File: src/rtl/nfc_ecc_gen_if.sv
// Signal bundle between the NAND controller datapath and the ECC engine,
// including the engine's write port into the correction FIFO.
interface nfc_ecc_gen_if #(
  parameter int ECC_DWID = 8,
  parameter int ECC_AWID = 12
);
  logic                nfc_dat_dir;
  logic                ecc_start;
  logic                dat_vld;
  logic [7:0]          dat_in;
  logic                ecc_in_vld;
  logic [ECC_DWID-1:0] ecc_in;
  logic                ecc_fifo_wr;
  logic [ECC_DWID-1:0] ecc_enc_dat;
  logic [ECC_AWID-1:0] ecc_dec_addr;
  logic                ecc_done;
  logic [1:0]          ecc_err_stat;
  logic                ecc_busy;

  modport master (
    output nfc_dat_dir, ecc_start, dat_vld, dat_in, ecc_in_vld, ecc_in,
    input  ecc_fifo_wr, ecc_enc_dat, ecc_dec_addr, ecc_done, ecc_err_stat, ecc_busy
  );

  modport slave (
    input  nfc_dat_dir, ecc_start, dat_vld, dat_in, ecc_in_vld, ecc_in,
    output ecc_fifo_wr, ecc_enc_dat, ecc_dec_addr, ecc_done, ecc_err_stat, ecc_busy
  );
endinterface

File: src/rtl/nfc_ecc_gen.sv
// Sector Hamming ECC engine (1-bit correct / 2-bit detect, 3-byte code).
// Encode pushes the 3 code bytes to the FIFO; decode pushes the error bit address.
module nfc_ecc_gen #(
  parameter int ECC_DWID = 8,
  parameter int SECT_AW  = 9,
  parameter int ECC_AWID = SECT_AW + 3
) (
  input  logic         clk_2x,
  input  logic         rst_n,
  nfc_ecc_gen_if.slave bus
);

  typedef enum logic [2:0] {
    ST_IDLE,
    ST_ACC,
    ST_EMIT,
    ST_WAIT_ECC,
    ST_CHECK,
    ST_REPORT,
    ST_DONE
  } state_t;

  state_t                state, state_nxt;
  logic                  dir_q;
  logic [SECT_AW-1:0]    byte_cnt;
  logic [1:0]            sub_cnt;
  logic [SECT_AW-1:0]    lph, lpl;
  logic [2:0]            cph, cpl;
  logic [3*ECC_DWID-1:0] code, stored, syn;
  logic [1:0]            err_stat;
  logic                  start_acc, byte_acc, ecc_acc, last_byte, last_sub;
  logic                  dat_par;
  logic [2:0]            col_h, col_l;
  logic [11:0]           syn_h, syn_l;
  logic [1:0]            syn_class;
  logic [ECC_AWID-1:0]   err_addr;

  assign start_acc = (state == ST_IDLE) && bus.ecc_start;
  assign byte_acc  = (state == ST_ACC) && bus.dat_vld;
  assign ecc_acc   = (state == ST_WAIT_ECC) && bus.ecc_in_vld;
  assign last_byte = byte_acc && (&byte_cnt);
  assign last_sub  = (sub_cnt == 2'd2);

  // Column parities: masks select data bits whose bit index has bit j set (H) or clear (L)
  assign dat_par = ^bus.dat_in;
  assign col_h   = {^(bus.dat_in & 8'hF0), ^(bus.dat_in & 8'hCC), ^(bus.dat_in & 8'hAA)};
  assign col_l   = {^(bus.dat_in & 8'h0F), ^(bus.dat_in & 8'h33), ^(bus.dat_in & 8'h55)};

  always_comb begin
    code = '0;
    for (int k = 0; k < 9; k++) begin
      code[2*k]   = lpl[k];
      code[2*k+1] = lph[k];
    end
    for (int j = 0; j < 3; j++) begin
      code[18+2*j] = cpl[j];
      code[19+2*j] = cph[j];
    end
  end

  // Every code bit sits in an (H,L) pair; a single data-bit error flips exactly one of each pair
  always_comb begin
    syn_h = '0;
    syn_l = '0;
    for (int m = 0; m < 12; m++) begin
      syn_h[m] = syn[2*m+1];
      syn_l[m] = syn[2*m];
    end
    err_addr = {syn_h[8:0], syn_h[11:9]};
    if (syn == '0)                 syn_class = 2'b00;
    else if (&(syn_h ^ syn_l))     syn_class = 2'b01;
    else if ($countones(syn) == 1) syn_class = 2'b11;
    else                           syn_class = 2'b10;
  end

  always_comb begin
    state_nxt = state;
    case (state)
      ST_IDLE:     if (bus.ecc_start) state_nxt = ST_ACC;
      ST_ACC:      if (last_byte) state_nxt = dir_q ? ST_EMIT : ST_WAIT_ECC;
      ST_EMIT:     if (last_sub) state_nxt = ST_DONE;
      ST_WAIT_ECC: if (ecc_acc && last_sub) state_nxt = ST_CHECK;
      ST_CHECK:    state_nxt = ST_REPORT;
      ST_REPORT:   state_nxt = ST_DONE;
      ST_DONE:     state_nxt = ST_IDLE;
      default:     state_nxt = ST_IDLE;
    endcase
  end

  always_comb begin
    bus.ecc_fifo_wr  = 1'b0;
    bus.ecc_enc_dat  = '0;
    bus.ecc_dec_addr = '0;
    if (state == ST_EMIT) begin
      bus.ecc_fifo_wr = 1'b1;
      bus.ecc_enc_dat = code[sub_cnt*ECC_DWID +: ECC_DWID];
    end else if (state == ST_REPORT && syn_class == 2'b01) begin
      bus.ecc_fifo_wr  = 1'b1;
      bus.ecc_dec_addr = err_addr;
    end
  end

  assign bus.ecc_done     = (state == ST_DONE);
  assign bus.ecc_busy     = (state != ST_IDLE);
  assign bus.ecc_err_stat = err_stat;

  always_ff @(posedge clk_2x or negedge rst_n) begin
    if (!rst_n) begin
      lph <= '0;
      lpl <= '0;
      cph <= '0;
      cpl <= '0;
    end else if (start_acc) begin
      lph <= '0;
      lpl <= '0;
      cph <= '0;
      cpl <= '0;
    end else if (byte_acc) begin
      lph <= lph ^ ({SECT_AW{dat_par}} & byte_cnt);
      lpl <= lpl ^ ({SECT_AW{dat_par}} & ~byte_cnt);
      cph <= cph ^ col_h;
      cpl <= cpl ^ col_l;
    end
  end

  // sub_cnt indexes emitted code bytes in encode and incoming stored bytes in decode
  always_ff @(posedge clk_2x or negedge rst_n) begin
    if (!rst_n) begin
      state    <= ST_IDLE;
      dir_q    <= 1'b0;
      byte_cnt <= '0;
      sub_cnt  <= '0;
      stored   <= '0;
      syn      <= '0;
      err_stat <= '0;
    end else begin
      state <= state_nxt;
      if (start_acc) begin
        dir_q    <= bus.nfc_dat_dir;
        byte_cnt <= '0;
        sub_cnt  <= '0;
        err_stat <= '0;
      end
      if (byte_acc) byte_cnt <= byte_cnt + 1'b1;
      if (state == ST_EMIT) sub_cnt <= last_sub ? 2'd0 : sub_cnt + 2'd1;
      if (ecc_acc) begin
        stored[sub_cnt*ECC_DWID +: ECC_DWID] <= bus.ecc_in;
        sub_cnt <= last_sub ? 2'd0 : sub_cnt + 2'd1;
      end
      if (state == ST_CHECK) syn <= code ^ stored;
      if (state == ST_REPORT) err_stat <= syn_class;
    end
  end

endmodule

File: src/flat_wrapper.sv
// flat-port wrapper written by rule: the top's interface ports become plain ports
module nfc_ecc_gen_flat 
#(
  parameter int ECC_DWID = 8,
  parameter int SECT_AW  = 9,
  parameter int ECC_AWID = SECT_AW + 3
)
  (clk_2x, rst_n, bus_nfc_dat_dir, bus_ecc_start, bus_dat_vld, bus_dat_in, bus_ecc_in_vld, bus_ecc_in, bus_ecc_fifo_wr, bus_ecc_enc_dat, bus_ecc_dec_addr, bus_ecc_done, bus_ecc_err_stat, bus_ecc_busy);
  nfc_ecc_gen_if #(.ECC_DWID(ECC_DWID), .ECC_AWID(ECC_AWID)) bus_i ();
  input  logic clk_2x;
  input  logic rst_n;
  input wire logic [$bits(bus_i.nfc_dat_dir)-1:0] bus_nfc_dat_dir;
  input wire logic [$bits(bus_i.ecc_start)-1:0] bus_ecc_start;
  input wire logic [$bits(bus_i.dat_vld)-1:0] bus_dat_vld;
  input wire logic [$bits(bus_i.dat_in)-1:0] bus_dat_in;
  input wire logic [$bits(bus_i.ecc_in_vld)-1:0] bus_ecc_in_vld;
  input wire logic [$bits(bus_i.ecc_in)-1:0] bus_ecc_in;
  output wire logic [$bits(bus_i.ecc_fifo_wr)-1:0] bus_ecc_fifo_wr;
  output wire logic [$bits(bus_i.ecc_enc_dat)-1:0] bus_ecc_enc_dat;
  output wire logic [$bits(bus_i.ecc_dec_addr)-1:0] bus_ecc_dec_addr;
  output wire logic [$bits(bus_i.ecc_done)-1:0] bus_ecc_done;
  output wire logic [$bits(bus_i.ecc_err_stat)-1:0] bus_ecc_err_stat;
  output wire logic [$bits(bus_i.ecc_busy)-1:0] bus_ecc_busy;
  assign bus_i.nfc_dat_dir = bus_nfc_dat_dir;
  assign bus_i.ecc_start = bus_ecc_start;
  assign bus_i.dat_vld = bus_dat_vld;
  assign bus_i.dat_in = bus_dat_in;
  assign bus_i.ecc_in_vld = bus_ecc_in_vld;
  assign bus_i.ecc_in = bus_ecc_in;
  assign bus_ecc_fifo_wr = bus_i.ecc_fifo_wr;
  assign bus_ecc_enc_dat = bus_i.ecc_enc_dat;
  assign bus_ecc_dec_addr = bus_i.ecc_dec_addr;
  assign bus_ecc_done = bus_i.ecc_done;
  assign bus_ecc_err_stat = bus_i.ecc_err_stat;
  assign bus_ecc_busy = bus_i.ecc_busy;
  nfc_ecc_gen #(.ECC_DWID(ECC_DWID), .SECT_AW(SECT_AW), .ECC_AWID(ECC_AWID)) u_core (.clk_2x(clk_2x), .rst_n(rst_n), .bus(bus_i));
endmodule
File: config.mk
export PLATFORM = sky130hd
export DESIGN_NAME = nfc_ecc_gen_flat
export DESIGN_NICKNAME = d
export VERILOG_FILES = /design/src/rtl/nfc_ecc_gen_if.sv /design/src/rtl/nfc_ecc_gen.sv /design/src/flat_wrapper.sv
export SDC_FILE = /design/constraint.sdc
export NUM_CORES = 1
export LEC_CHECK = 0
export CORE_MARGIN = 8
export CORE_UTILIZATION = 60
export CTS_BUF_LIST = sky130_fd_sc_hd__clkbuf_8
export DETAILED_ROUTE_END_ITERATION = 10
export GPL_TIMING_DRIVEN = 0
export MAX_ROUTING_LAYER = met4
export PLACE_DENSITY_LB_ADDON = 0.15
export SLEW_MARGIN = 10
export SYNTH_ARGS = -nofsm -noshare
export SYNTH_HDL_FRONTEND = slang
export SYNTH_SLANG_ARGS = --single-unit
File: constraint.sdc
create_clock -name clk_2x -period 6 [get_ports clk_2x]
set_input_delay 0.6 -clock clk_2x [delete_from_list [all_inputs] [get_ports clk_2x]]
set_output_delay 0.6 -clock clk_2x [all_outputs]
set_load 0.01 [all_outputs]
# After elaboration in Yosys (flattened, before gate mapping)
# Cells that the tools add are included.
# totals
reg_bits,89
word_cells,114
out_inout_bits,25
# op_classes
n_addsub,26
n_bitwise,9
n_reduce_logical,22
shift,3
n_mux,30
eq_ne,13
# op_table
operator,count
adder 32 bit,11
parity 8 bit,7
2-to-1 mux 9 bit,6
negation 5 -> 34 bit,1
"variable shift 8 x 34 -> 24 bit, first input constant",1
indexed part select 8 x 34 -> 24 bit,1
"equality test 32 x 2 -> 1 bit, second input constant",1
adder 1 x 1 -> 2 bit,12
bitwise mux 24 bit,1
zero test 24 bit,1
2-to-1 mux 12 bit,2
2-to-1 mux 3 bit,8
indexed part select 24 x 6 -> 8 bit,1
bitwise XOR 24 bit,1
AND 9 bit,2
case mux 3 bit (6 select lines),1
bitwise XOR 9 bit,2
2-to-1 mux 2 bit,7
AND reduction 12 bit,1
bitwise XOR 12 bit,1
"adder 9 x 1 -> 9 bit, second input constant",1
"equality test 3 bit, second input constant",3
inverter 9 bit,1
AND reduction 9 bit,1
other kinds (15),29

# Longest topological paths before layout
# Gate-level depths: netlist of run 1.
# logic_depth
word_depth,13
depth_mapped,19

# Worst setup path after synthesis of run 1
# No wires, ideal clock.
# synth_path
kind,reg2reg
from,reg u_core.syn[23]
to,reg u_core.err_stat[0] (netlist: u_core.bus.ecc_err_stat[0])
path_stages_with_launch,18
arrival_time_ps,4485
t_required_ps,5917
setup_time_ps,83
period_less_slack_ps,4568
path_slack_ps,1432
path_cell_list,dfrtp_1 inv_1 ha_1 inv_1 fa_1 fa_1 fa_1 fa_1 inv_1 fa_1 ha_1 inv_1 fa_1 a211oi_1 mux2i_1 nor4b_1 nor2_1 o22ai_1
# synth_between
elab_chain_cells,9
# synth_rtl
item,line_no,source
start: declaration,nfc_ecc_gen.sv:29,"logic [3*ECC_DWID-1:0] code, stored, syn;"
start signal: assignment,nfc_ecc_gen.sv:150,if (state == ST_CHECK) syn <= code ^ stored;
adder 1 x 1 -> 2 bit (implied by the code),nfc_ecc_gen.sv:72,else if ($countones(syn) == 1) syn_class = 2'b11;
adder 32 bit (implied by the code) (3 in a row),nfc_ecc_gen.sv:72,
equality test 32 x 2 -> 1 bit,nfc_ecc_gen.sv:72,
2-to-1 mux 1 bit,nfc_ecc_gen.sv:72,
2-to-1 mux 2 bit,nfc_ecc_gen.sv:71,else if (&(syn_h ^ syn_l)) syn_class = 2'b01;
2-to-1 mux 2 bit (*),nfc_ecc_gen.sv:70,if (syn == '0) syn_class = 2'b00;
2-to-1 mux 2 bit (*),nfc_ecc_gen.sv:151,if (state == ST_REPORT) err_stat <= syn_class;
end signal: assignment,nfc_ecc_gen.sv:151,
end: declaration,nfc_ecc_gen.sv:30,logic [1:0] err_stat;
# Mark *: on every way between the ends. The rest lies on a longest branch, timed or not.
# A chain may end at the register's enable or synchronous reset.

# Final worst setup path of run 1
# layout_path
from,reg u_core.syn[10]
to,reg u_core.err_stat[0] (netlist: u_core.bus.ecc_err_stat[0])
# layout_between
elab_chain_cells,10
# layout_rtl
item,line_no
adder 1 x 1 -> 2 bit (implied by the code),nfc_ecc_gen.sv:72
adder 32 bit (implied by the code) (4 in a row),nfc_ecc_gen.sv:72
equality test 32 x 2 -> 1 bit,nfc_ecc_gen.sv:72
2-to-1 mux 1 bit,nfc_ecc_gen.sv:72
2-to-1 mux 2 bit,nfc_ecc_gen.sv:71
2-to-1 mux 2 bit (*),nfc_ecc_gen.sv:70
2-to-1 mux 2 bit (*),nfc_ecc_gen.sv:151
# Marks and branches as above.

==> out/results.tsv, run 1 <==
metric	value	unit
core area	0.00915	mm2
vias after detailed routing	4394	
TritonCTS clock tree	yes	
drt via density	5.66	
worst hold slack across all endpoints	0.167	ns
sequential standard cell area	0.00223	mm2
fin crit period	4.94	ns
Final Setup Violations	0	
maximum ir drop on the vdd rail	0.000222	V
library cell contributing the largest single delay on the critical path	sky130_fd_sc_hd__fa_1	
switching power	522	uW
initial standard-cell utilization of the core	61.0	%
most numerous cell in the Yosys netlist	sky130_fd_sc_hd__nand2_1	
global-route wire length before repair	22400	um
crit end category	flip-flop	
Post-Synthesis Cells	602	
Routability Congestion	0.959	
final clock period utilization by the worst path	82.4	%
count of flip-flops with a built-in enable after synthesis	0	
relative slew slack	28.0	%
cell type contributing the most total cell area after synthesis	sky130_fd_sc_hd__dfrtp_1	
Clk network pwr share	30.0	%
antenna-violating nets left	0	
detailed-route wire length	13200	um
initial drt markers	207	
floorplan die area	0.0126	mm2
dpl ws	1.10	ns
power share of the combinational group	19.7	%
Tightest Hold Check Type	input port to async pin	
Post-Route Skew	0.0154	ns
total routing usage reported by global routing	23.1	%
area overhead of the layout relative to synthesis	15.2	%
power per unit of standard cell area	245	mW/mm2
critical path launch point type	flip-flop	
commonest cells in the synthesized netlist	103 x sky130_fd_sc_hd__nand2_1, 89 x sky130_fd_sc_hd__dfrtp_1, 64 x sky130_fd_sc_hd__inv_1	
Multi-input gate area	0.00299	mm2
total number of nets in the final design	743	
DRC	0	
Unique masters post-synth	44	
Die Y-Extent	112	um
share of Yosys cell area claimed by the top area cell type	39.9	%
clock tree buffer depth	2	
vias in the first global route	4670	
delay contributed by the slowest stage of the critical path	0.56	ns
CP Class	flip-flop to flip-flop	
Pins Over Slew Limit	0	
flop and latch count out of synthesis	89	
# Max-Cap Violations	0	
Fin Setup TNS	0	ns
io pins	47	
sink count of the clock tree	89	
final critical-path setup slack	1.06	ns
clock root buffer	sky130_fd_sc_hd__clkbuf_8	
Avg WL per Cell	17.0	um
series of cell instances along the critical path	inv_1 -> ha_1 -> fa_1 -> inv_1 -> fa_1 -> fa_1 -> fa_1 -> inv_1 -> fa_1 -> ha_1 -> inv_1 -> fa_1 -> a211oi_1 -> mux2i_1 -> nor4b_1 -> nor2_1 -> o22ai_1	
hold violation total from the final report	0	
first-pass iteration count of the detailed router	5	
leftover overflow at the end of global routing	0	
Worst path top cell family by delay	adder cells	
number of gates given a new drive strength after cts	0	
number of nets in the synthesized netlist	685	
initial antenna violation count	0	
clock insertion delay at the later pin of the skew report	0.37	ns
required arrival time at the worst endpoint	6.28	ns
status	finished clean	
most frequently used flop master after synthesis	sky130_fd_sc_hd__dfrtp_1	
Cell Rows	35	
fraction of final layout cells sized beyond drive strength 1	4.96	%
leakage power of the design	0.00299	uW
Buffers & Inverters on Critical Path	4	
antenna diode count	0	
cts bufs inserted	9	
sequential fraction of design power	50.2	%
estimated wirelength of the detail-placed design	10500	um
switch share	33.2	%
Buffers on Ports	46	
clock input transition at the sequential cells of the worst setup and hold paths	0.10	ns
post-synthesis async set-or-reset flop share	100	%
hold buffer count at CTS	0	
pin count of the biggest net entering global routing	59	
Area contributors post-synth	sky130_fd_sc_hd__dfrtp_1 40%, sky130_fd_sc_hd__ha_1 9.4%, sky130_fd_sc_hd__nand2_1 6.9%	
peak fanout along the critical path	2	
Tightest Pin Transition	1.08	ns
area of the mapped netlist	0.00558	mm2
mean area per synthesized cell	9.27	um2
share of the core filled with cells	70.3	%
crit-path most repeated cell	sky130_fd_sc_hd__fa_1	
# fillers	744	
post-CTS setup buffers	0	
post-synthesis sequential area ratio	39.9	%
fmax	202	MHz
internal power contribution	1050	uW
Yosys Warn Count	0	
RSZ-0062 raised after global routing	no	
Die Wd	112	um
CTS H-Tree Depth	3	
Worst Path Arrival	5.22	ns
-- area by class of cell --
cell class                 instances  area share (%)
inverter                          64            3.74
timing repair buffer              47            7.55
tap                              111            2.16
clock inverter                     7            1.58
clock buffer                       9            1.93
buffer                            24            1.91
multi-input combinational        425            46.5
sequential                        89            34.6
-- kinds of logic (layout without fill, tap and decap cells) --
logic type,after synthesis,in the layout,share of synthesized area [%]
AO/OA/AOI/OAI,110,110,11.3
buffers and inverters,88,151,6.50
adder cells (fa/ha/maj),61,61,16.2
multiplexers,16,16,2.87
XOR/XNOR,43,43,7.29
flip-flops,89,89,39.9
AND/OR/NAND/NOR,195,195,15.9
-- per-stage QoR --
step	total power, uW	instances	instance area, um2
finish	1570	776	6430
global route	1650	776	6430
CTS	1580	776	6430
detailed placement	1110	760	6210
global placement	1090	759	6180
floorplan	975	602	5580
-- path summary, 6_finish.rpt --
kind                       depth (start not counted)               from  slack [ns]                    endpoint
setup reg to reg                                  17     u_core.syn[10]        1.06  u_core.bus.ecc_err_stat[0]
hold / removal                                     1              rst_n        0.17  u_core.bus.ecc_err_stat[0]
setup / recovery                                  17     u_core.syn[10]        1.06  u_core.bus.ecc_err_stat[0]
max in group asynchronous                          2              rst_n        5.21               u_core.lph[3]
min in group clk_2x                                2  u_core.stored[20]        0.51           u_core.stored[20]
hold reg to reg                                    2  u_core.stored[20]        0.51           u_core.stored[20]
-- routing by layer --
layer / vias up / GRT usage, % / wire length (um)
li1: 2107 / - / -
met1: 2161 / 25.0 / 5340
met2: 92 / 40.3 / 6900
met3: 34 / 4.24 / 427
met4: 0 / 11.0 / 505
met5: - / - / 0
-- registers in the layout, summed over array words and instances, names as in the netlist --
name	flops
u_core.state	3
u_core.byte_cnt	9
u_core.lph	9
u_core.cpl	3
u_core.bus.ecc_err_stat	2
u_core.dir_q	1
u_core.stored	24
u_core.lpl	9
u_core.syn	24
u_core.cph	3
u_core.sub_cnt	2
-- power by group through the flow --
stage	logic [uW]	registers (uW)	clock network (uW)
final	311	791	473
after global routing	348	800	502
after CTS	312	787	477
after detailed placement	311	799	0
after global placement	296	792	0
after floorplan	226	749	0
-- placed cells by master (no fill, tap or decap), types with 6 or more instances in the layout --
cell	n
sky130_fd_sc_hd__nand3_1	16
sky130_fd_sc_hd__clkbuf_8	11
sky130_fd_sc_hd__fa_1	19
sky130_fd_sc_hd__o31ai_1	13
sky130_fd_sc_hd__dfrtp_1	89
sky130_fd_sc_hd__or3_1	7
sky130_fd_sc_hd__o21ai_0	59
sky130_fd_sc_hd__inv_1	65
sky130_fd_sc_hd__clkdlybuf4s50_1	45
sky130_fd_sc_hd__nor3_1	13
sky130_fd_sc_hd__mux2i_1	16
sky130_fd_sc_hd__ha_1	42
sky130_fd_sc_hd__nor2_1	26
sky130_fd_sc_hd__xor2_1	29
sky130_fd_sc_hd__nand2_1	103
sky130_fd_sc_hd__a21oi_1	15
sky130_fd_sc_hd__o311ai_1	9
sky130_fd_sc_hd__xnor2_1	10
sky130_fd_sc_hd__clkbuf_1	17
sky130_fd_sc_hd__o21ai_1	6
sky130_fd_sc_hd__nand4_1	7
Power figures use the tool's default switching activity.
==> inputs of run 2 (changes only) <==
Clock period 6 ns to 4.65 ns, I/O delays scaled along.
==> run 2 against run 1 <==
Net effect: the run now ends with negative setup slack left; final cell count rose by 0.77%; combinational power is 29% higher; non-clock buffer count up 6; sequential share of layout area down 0.87 points; utilization up 1.8 points; global-route usage grew 0.27 points; setup slack got worse by 1.1 ns; final area grew 2.6%; first-iteration DRC count is 5.8% lower; total power is 29% higher; largest cell class unchanged.
==> out/results.tsv, run 2 (same netlist as run 1, synthesis figures left out) <==
metric	value	unit
Final Setup Violations	1	
CTS H-Tree Depth	3	
clock input transition at the sequential cells of the worst setup and hold paths	0.11	ns
estimated wirelength of the detail-placed design	10500	um
final clock period utilization by the worst path	100	%
drt via density	5.65	
fmax	214	MHz
highest-count cells in the layout ignoring fill and taps	103 x sky130_fd_sc_hd__nand2_1, 89 x sky130_fd_sc_hd__dfrtp_1, 59 x sky130_fd_sc_hd__o21ai_0	
Worst Path Arrival	4.95	ns
hold violation total from the final report	0	
peak fanout along the critical path	2	
Buffers on Ports	46	
clock root buffer	sky130_fd_sc_hd__clkbuf_8	
status	complete, but fails checks	
required arrival time at the worst endpoint	4.94	ns
RSZ-0062 raised after global routing	yes	
Tightest Pin Transition	1.00	ns
Cell Rows	35	
# fillers	718	
floorplan die area	0.0126	mm2
Tightest Hold Check Type	input port to async pin	
Die Wd	112	um
antenna diode count	0	
core area	0.00915	mm2
TritonCTS clock tree	yes	
CP Class	flip-flop to flip-flop	
Worst R2R End	u_core.bus.ecc_err_stat[0]	
largest registers	u_core.stored x24, u_core.syn x24	
power per unit of standard cell area	308	mW/mm2
total number of nets in the final design	749	
fin crit period	4.67	ns
clock insertion delay at the later pin of the skew report	0.37	ns
delay contributed by the slowest stage of the critical path	0.57	ns
vias after detailed routing	4422	
global-route wire length before repair	22700	um
Routability Congestion	0.959	
sink count of the clock tree	89	
vias in the first global route	4676	
commonest non-fill, non-tap cell in the layout	sky130_fd_sc_hd__nand2_1	
Avg WL per Cell	17.2	um
pin count of the biggest net entering global routing	59	
leakage power of the design	0.00304	uW
total routing usage reported by global routing	23.4	%
worst reg2reg startpoint	u_core.syn[10]	
final critical-path setup slack	-0.0159	ns
failing checks	negative setup slack	
DRC	0	
series of cell instances along the critical path	inv_2 -> ha_4 -> fa_1 -> inv_2 -> fa_2 -> fa_1 -> fa_1 -> inv_1 -> fa_1 -> ha_2 -> inv_2 -> fa_2 -> a211oi_2 -> mux2i_1 -> nor4b_2 -> nor2_1 -> o22ai_1	
clock tree buffer depth	2	
crit end category	flip-flop	
Die Y-Extent	112	um
# Max-Cap Violations	0	
total chip power	2030	uW
Pins Over Slew Limit	0	
crit-path most repeated cell	sky130_fd_sc_hd__fa_1	
relative slew slack	33.0	%
initial antenna violation count	0	
FF-to-FF path depth	17	
initial standard-cell utilization of the core	61.0	%
fraction of final layout cells sized beyond drive strength 1	11.0	%
Post-Route Skew	0.0159	ns
io pins	47	
first-pass iteration count of the detailed router	5	
area overhead of the layout relative to synthesis	18.2	%
cts bufs inserted	9	
share of the core filled with cells	72.1	%
critical path launch point type	flip-flop	
leftover overflow at the end of global routing	0	
reg-to-reg slack, setup	-0.02	ns
maximum ir drop on the vdd rail	0.000288	V
library cell contributing the largest single delay on the critical path	sky130_fd_sc_hd__fa_1	
initial drt markers	195	
detailed-route wire length	13500	um
antenna-violating nets left	0	
[run 2: cell count changes in the layout (fill, tap and decap cells not counted), sizes merged]
| cell | previous run | this run |
|---|---|---|
| buf | 7 | 13 |
[run 2: per-layer routing]
layer	global-route usage, %	vias up	share of wire [%]
met4	9.44	0	3.2
met2	41.3	88	53
met1	25.8	2185	40
met5	-	-	0
met3	3.81	28	3.3
li1	-	2121	-
[run 2: worst max path at each step]
stage,end,depth (start not counted),slack [ns],startpoint
4_1_cts,u_core.bus.ecc_err_stat[0],18,-0.03,u_core.syn[2]
3_5_place_dp,u_core.bus.ecc_err_stat[0],17,-0.25,u_core.syn[10]
3_3_place_gp,u_core.bus.ecc_err_stat[0],17,-0.14,u_core.syn[10]
2_1_floorplan,u_core.bus.ecc_err_stat[0],17,0.08,u_core.syn[23]
6_report,u_core.bus.ecc_err_stat[0],17,-0.02,u_core.syn[10]
5_1_grt,u_core.bus.ecc_err_stat[0],19,-0.20,u_core.syn[5]
[run 2: worst max-delay path, delay by kind of cell, from the launching register on]
kind | cells | cell delay [ns]
AOI/OAI and AO/OA | 2 | 0.32
adders and majority gates | 8 | 3.22
DFF | 1 | 0.41
buffers and inverters | 4 | 0.24
muxes | 1 | 0.10
and+or+nand+nor | 2 | 0.29
[run 2: per-stage QoR]
step                      area (um2)  setup slack, ns  cells  hold slack [ns]  TNS, ns
after floorplan                 5580           0.0821    602            0.169        0
after global placement          6180           -0.140    759            0.465    -4.89
after detailed placement        6210           -0.250    760            0.432   -0.250
after CTS                       6550          -0.0346    780           0.0338  -0.0346
after global routing            6600           -0.197    782           0.0403   -0.197
final                           6600          -0.0159    782           0.0326  -0.0159
[run 2: area by class of cell]
| cell class | instances | area [um2] | area share [%] |
|---|---|---|---|
| sequential | 89 | 2230 | 33.8 |
| tap | 111 | 139 | 2.11 |
| buffer | 24 | 123 | 1.86 |
| inverter | 64 | 240 | 3.64 |
| timing repair buffer | 53 | 531 | 8.04 |
| clock inverter | 7 | 101 | 1.54 |
| multi-input combinational | 425 | 3110 | 47.2 |
| clock buffer | 9 | 124 | 1.88 |
[run 2: timing repair]
item,CTS,global route
setup endpoints to repair,1,1
gates resized for setup,22,13
cloned,0,0
pin swaps,9,11
hold buffers,0,0
buffers inserted,4,2
[run 2: where the power goes]
| group | leakage [uW] | switching [uW] | internal (uW) | total, uW |
|---|---|---|---|---|
| logic | 0.00172 | 220 | 182 | 402 |
| clock network | 0.000118 | 302 | 310 | 611 |
| registers | 0.00121 | 153 | 867 | 1020 |
==> inputs of run 3 (changes only) <==
Settings changed: CAP_MARGIN set to 20.
Clock period 4.65 ns to 5.06 ns, I/O delays scaled along.
==> run 3 against run 2 <==
Net effect: the flow now finishes without violations; clock skew shrank 0.00079 ns; critical path depth did not move; utilization is 1.7 points lower; global-route usage decreased by 0.27 points; die area unchanged; total power decreased by 8.3%; sequential cell count is the same; critical endpoint unchanged; setup slack improved by 0.21 ns; register-to-register slack better by 0.21 ns; clock power fell by 8.3%.
==> out/results.tsv, run 3 (same netlist as run 1, synthesis figures left out) <==
metric	value	unit
pin count of the biggest net entering global routing	59	
# Max-Cap Violations	0	
maximum ir drop on the vdd rail	0.000262	V
global-route met1 utilization	25.0	%
detailed-route wire length	13200	um
vias in the first global route	4670	
critical path launch point type	flip-flop	
drt via density	5.72	
DRC	0	
power share of the combinational group	19.7	%
Pins Over Slew Limit	0	
worst reg2reg startpoint	u_core.syn[10]	
hold violation total from the final report	0	
fmax	206	MHz
Cell Rows	35	
antenna-violating nets left	0	
total number of nets in the final design	743	
switching power	617	uW
crit end category	flip-flop	
Final Setup Violations	0	
core area	0.00915	mm2
peak fanout along the critical path	2	
library cell contributing the largest single delay on the critical path	sky130_fd_sc_hd__fa_1	
Tightest Hold Check Type	input port to async pin	
series of cell instances along the critical path	inv_1 -> ha_1 -> fa_1 -> inv_1 -> fa_1 -> fa_1 -> fa_1 -> inv_1 -> fa_1 -> ha_1 -> inv_1 -> fa_1 -> a211oi_2 -> mux2i_1 -> nor4b_2 -> nor2_1 -> o22ai_1	
Clk network pwr share	30.0	%
FF-to-FF path depth	17	
antenna diode count	0	
fraction of final layout cells sized beyond drive strength 1	5.26	%
clock input transition at the sequential cells of the worst setup and hold paths	0.10	ns
Die Wd	112	um
total routing usage reported by global routing	23.1	%
reg-to-reg slack, setup	0.19	ns
Worst Path Arrival	5.15	ns
estimated wirelength of the detail-placed design	10500	um
area overhead of the layout relative to synthesis	15.4	%
io pins	47	
Most Crowded Layer GR	met2	
global-route wire length before repair	22400	um
Post-Route Skew	0.0151	ns
required arrival time at the worst endpoint	5.34	ns
sink count of the clock tree	89	
Fin Setup TNS	0	ns
highest-count cells in the layout ignoring fill and taps	103 x sky130_fd_sc_hd__nand2_1, 89 x sky130_fd_sc_hd__dfrtp_1, 65 x sky130_fd_sc_hd__inv_1	
Tightest Pin Transition	1.08	ns
met3 Resource Use GR	4.24	%
initial standard-cell utilization of the core	61.0	%
first-pass iteration count of the detailed router	5	
CTS H-Tree Depth	3	
commonest non-fill, non-tap cell in the layout	sky130_fd_sc_hd__nand2_1	
sequential fraction of design power	50.3	%
Worst R2R End	u_core.bus.ecc_err_stat[0]	
RSZ-0062 raised after global routing	no	
power per unit of standard cell area	290	mW/mm2
Routability Congestion	0.959	
status	finished clean	
relative slew slack	28.0	%
clock root buffer	sky130_fd_sc_hd__clkbuf_8	
leftover overflow at the end of global routing	0	
share of the core filled with cells	70.4	%
clock tree buffer depth	2	
Worst path top cell family by delay	adder cells	
leakage power of the design	0.00299	uW
initial antenna violation count	0	
final clock period utilization by the worst path	96.2	%
switch share	33.1	%
cts bufs inserted	9	
internal power contribution	1250	uW
vias after detailed routing	4436	
largest registers	u_core.stored x24, u_core.syn x24	
floorplan die area	0.0126	mm2
GR Layer Usage met2	40.3	%
Buffers on Ports	46	
Avg WL per Cell	17.0	um
initial drt markers	199	
delay contributed by the slowest stage of the critical path	0.56	ns
CP Class	flip-flop to flip-flop	
fin crit period	4.87	ns
clock insertion delay at the later pin of the skew report	0.37	ns
crit-path most repeated cell	sky130_fd_sc_hd__fa_1	
Die Y-Extent	112	um
Buffers & Inverters on Critical Path	4	
TritonCTS clock tree	yes	
[run 3: cell count changes in the layout (fill, tap and decap cells not counted)]
cell | previous run | this run
sky130_fd_sc_hd__inv_2 | 18 | 0
sky130_fd_sc_hd__ha_1 | 33 | 42
sky130_fd_sc_hd__ha_4 | 7 | 0
sky130_fd_sc_hd__nand3_2 | 1 | 0
sky130_fd_sc_hd__ha_2 | 2 | 0
sky130_fd_sc_hd__fa_1 | 14 | 19
sky130_fd_sc_hd__fa_2 | 5 | 0
sky130_fd_sc_hd__nand3_1 | 15 | 16
sky130_fd_sc_hd__inv_1 | 47 | 65
sky130_fd_sc_hd__buf_4 | 7 | 1
[run 3: metrics by stage]
step           worst slack, ns  hold slack, ns  total power, uW  instances  cell area [um2]
2_1_floorplan            0.492           0.210             1160        602             5580
3_3_place_gp             0.270           0.465             1290        759             6180
3_5_place_dp             0.160           0.473             1320        760             6210
4_1_cts                  0.106          0.0748             1870        776             6430
5_1_grt                 0.0217          0.0805             1960        776             6440
6_report                 0.194          0.0716             1870        776             6440
[run 3: worst register-to-register path, stage by stage (launching register included)]
cell,delay (ns)
sky130_fd_sc_hd__dfrtp_1,0.37
sky130_fd_sc_hd__inv_1,0.07
sky130_fd_sc_hd__ha_1,0.35
sky130_fd_sc_hd__fa_1,0.57
sky130_fd_sc_hd__inv_1,0.05
sky130_fd_sc_hd__fa_1,0.38
sky130_fd_sc_hd__fa_1,0.51
sky130_fd_sc_hd__fa_1,0.55
sky130_fd_sc_hd__inv_1,0.06
sky130_fd_sc_hd__fa_1,0.54
sky130_fd_sc_hd__ha_1,0.19
sky130_fd_sc_hd__inv_1,0.06
sky130_fd_sc_hd__fa_1,0.40
sky130_fd_sc_hd__a211oi_2,0.15
sky130_fd_sc_hd__mux2i_1,0.11
sky130_fd_sc_hd__nor4b_2,0.23
sky130_fd_sc_hd__nor2_1,0.07
sky130_fd_sc_hd__o22ai_1,0.13
[run 3: repair_timing]
action | in CTS | in global routing
gates resized for setup | 0 | 2
setup buffers | 0 | 0
hold buffers | 0 | 0
setup endpoints to repair | 0 | 1
[run 3: power groups by stage]
stage	clock, uW	combinational, uW	sequential, uW
after floorplan	0	268	889
after global placement	0	351	939
after detailed placement	0	368	948
after CTS	566	370	933
after global routing	595	413	949
final	560	368	937
[run 3: per-layer routing]
layer  vias to the layer above  wire length, um
li1                       2107                -
met1                      2173             5190
met2                       125             6980
met3                        31              532
met4                         0              482
met5                         -                0
[run 3: worst max path at each step]
| stage | from | endpoint | slack (ns) | cells after the start |
|---|---|---|---|---|
| finish | u_core.syn[10] | u_core.bus.ecc_err_stat[0] | 0.19 | 17 |
| global route | u_core.syn[21] | u_core.bus.ecc_err_stat[0] | 0.02 | 17 |
| CTS | u_core.syn[10] | u_core.bus.ecc_err_stat[0] | 0.11 | 17 |
| detailed placement | u_core.syn[10] | u_core.bus.ecc_err_stat[0] | 0.16 | 17 |
| global placement | u_core.syn[10] | u_core.bus.ecc_err_stat[0] | 0.27 | 17 |
| floorplan | u_core.syn[23] | u_core.bus.ecc_err_stat[0] | 0.49 | 17 |
[run 3: cell type report]
cell class | count | area, um2
inverter | 64 | 240
clock buffer | 9 | 124
multi-input combinational | 425 | 3000
timing repair buffer | 47 | 485
buffer | 24 | 123
sequential | 89 | 2230
clock inverter | 7 | 101
fill | 744 | 2710
tap | 111 | 139
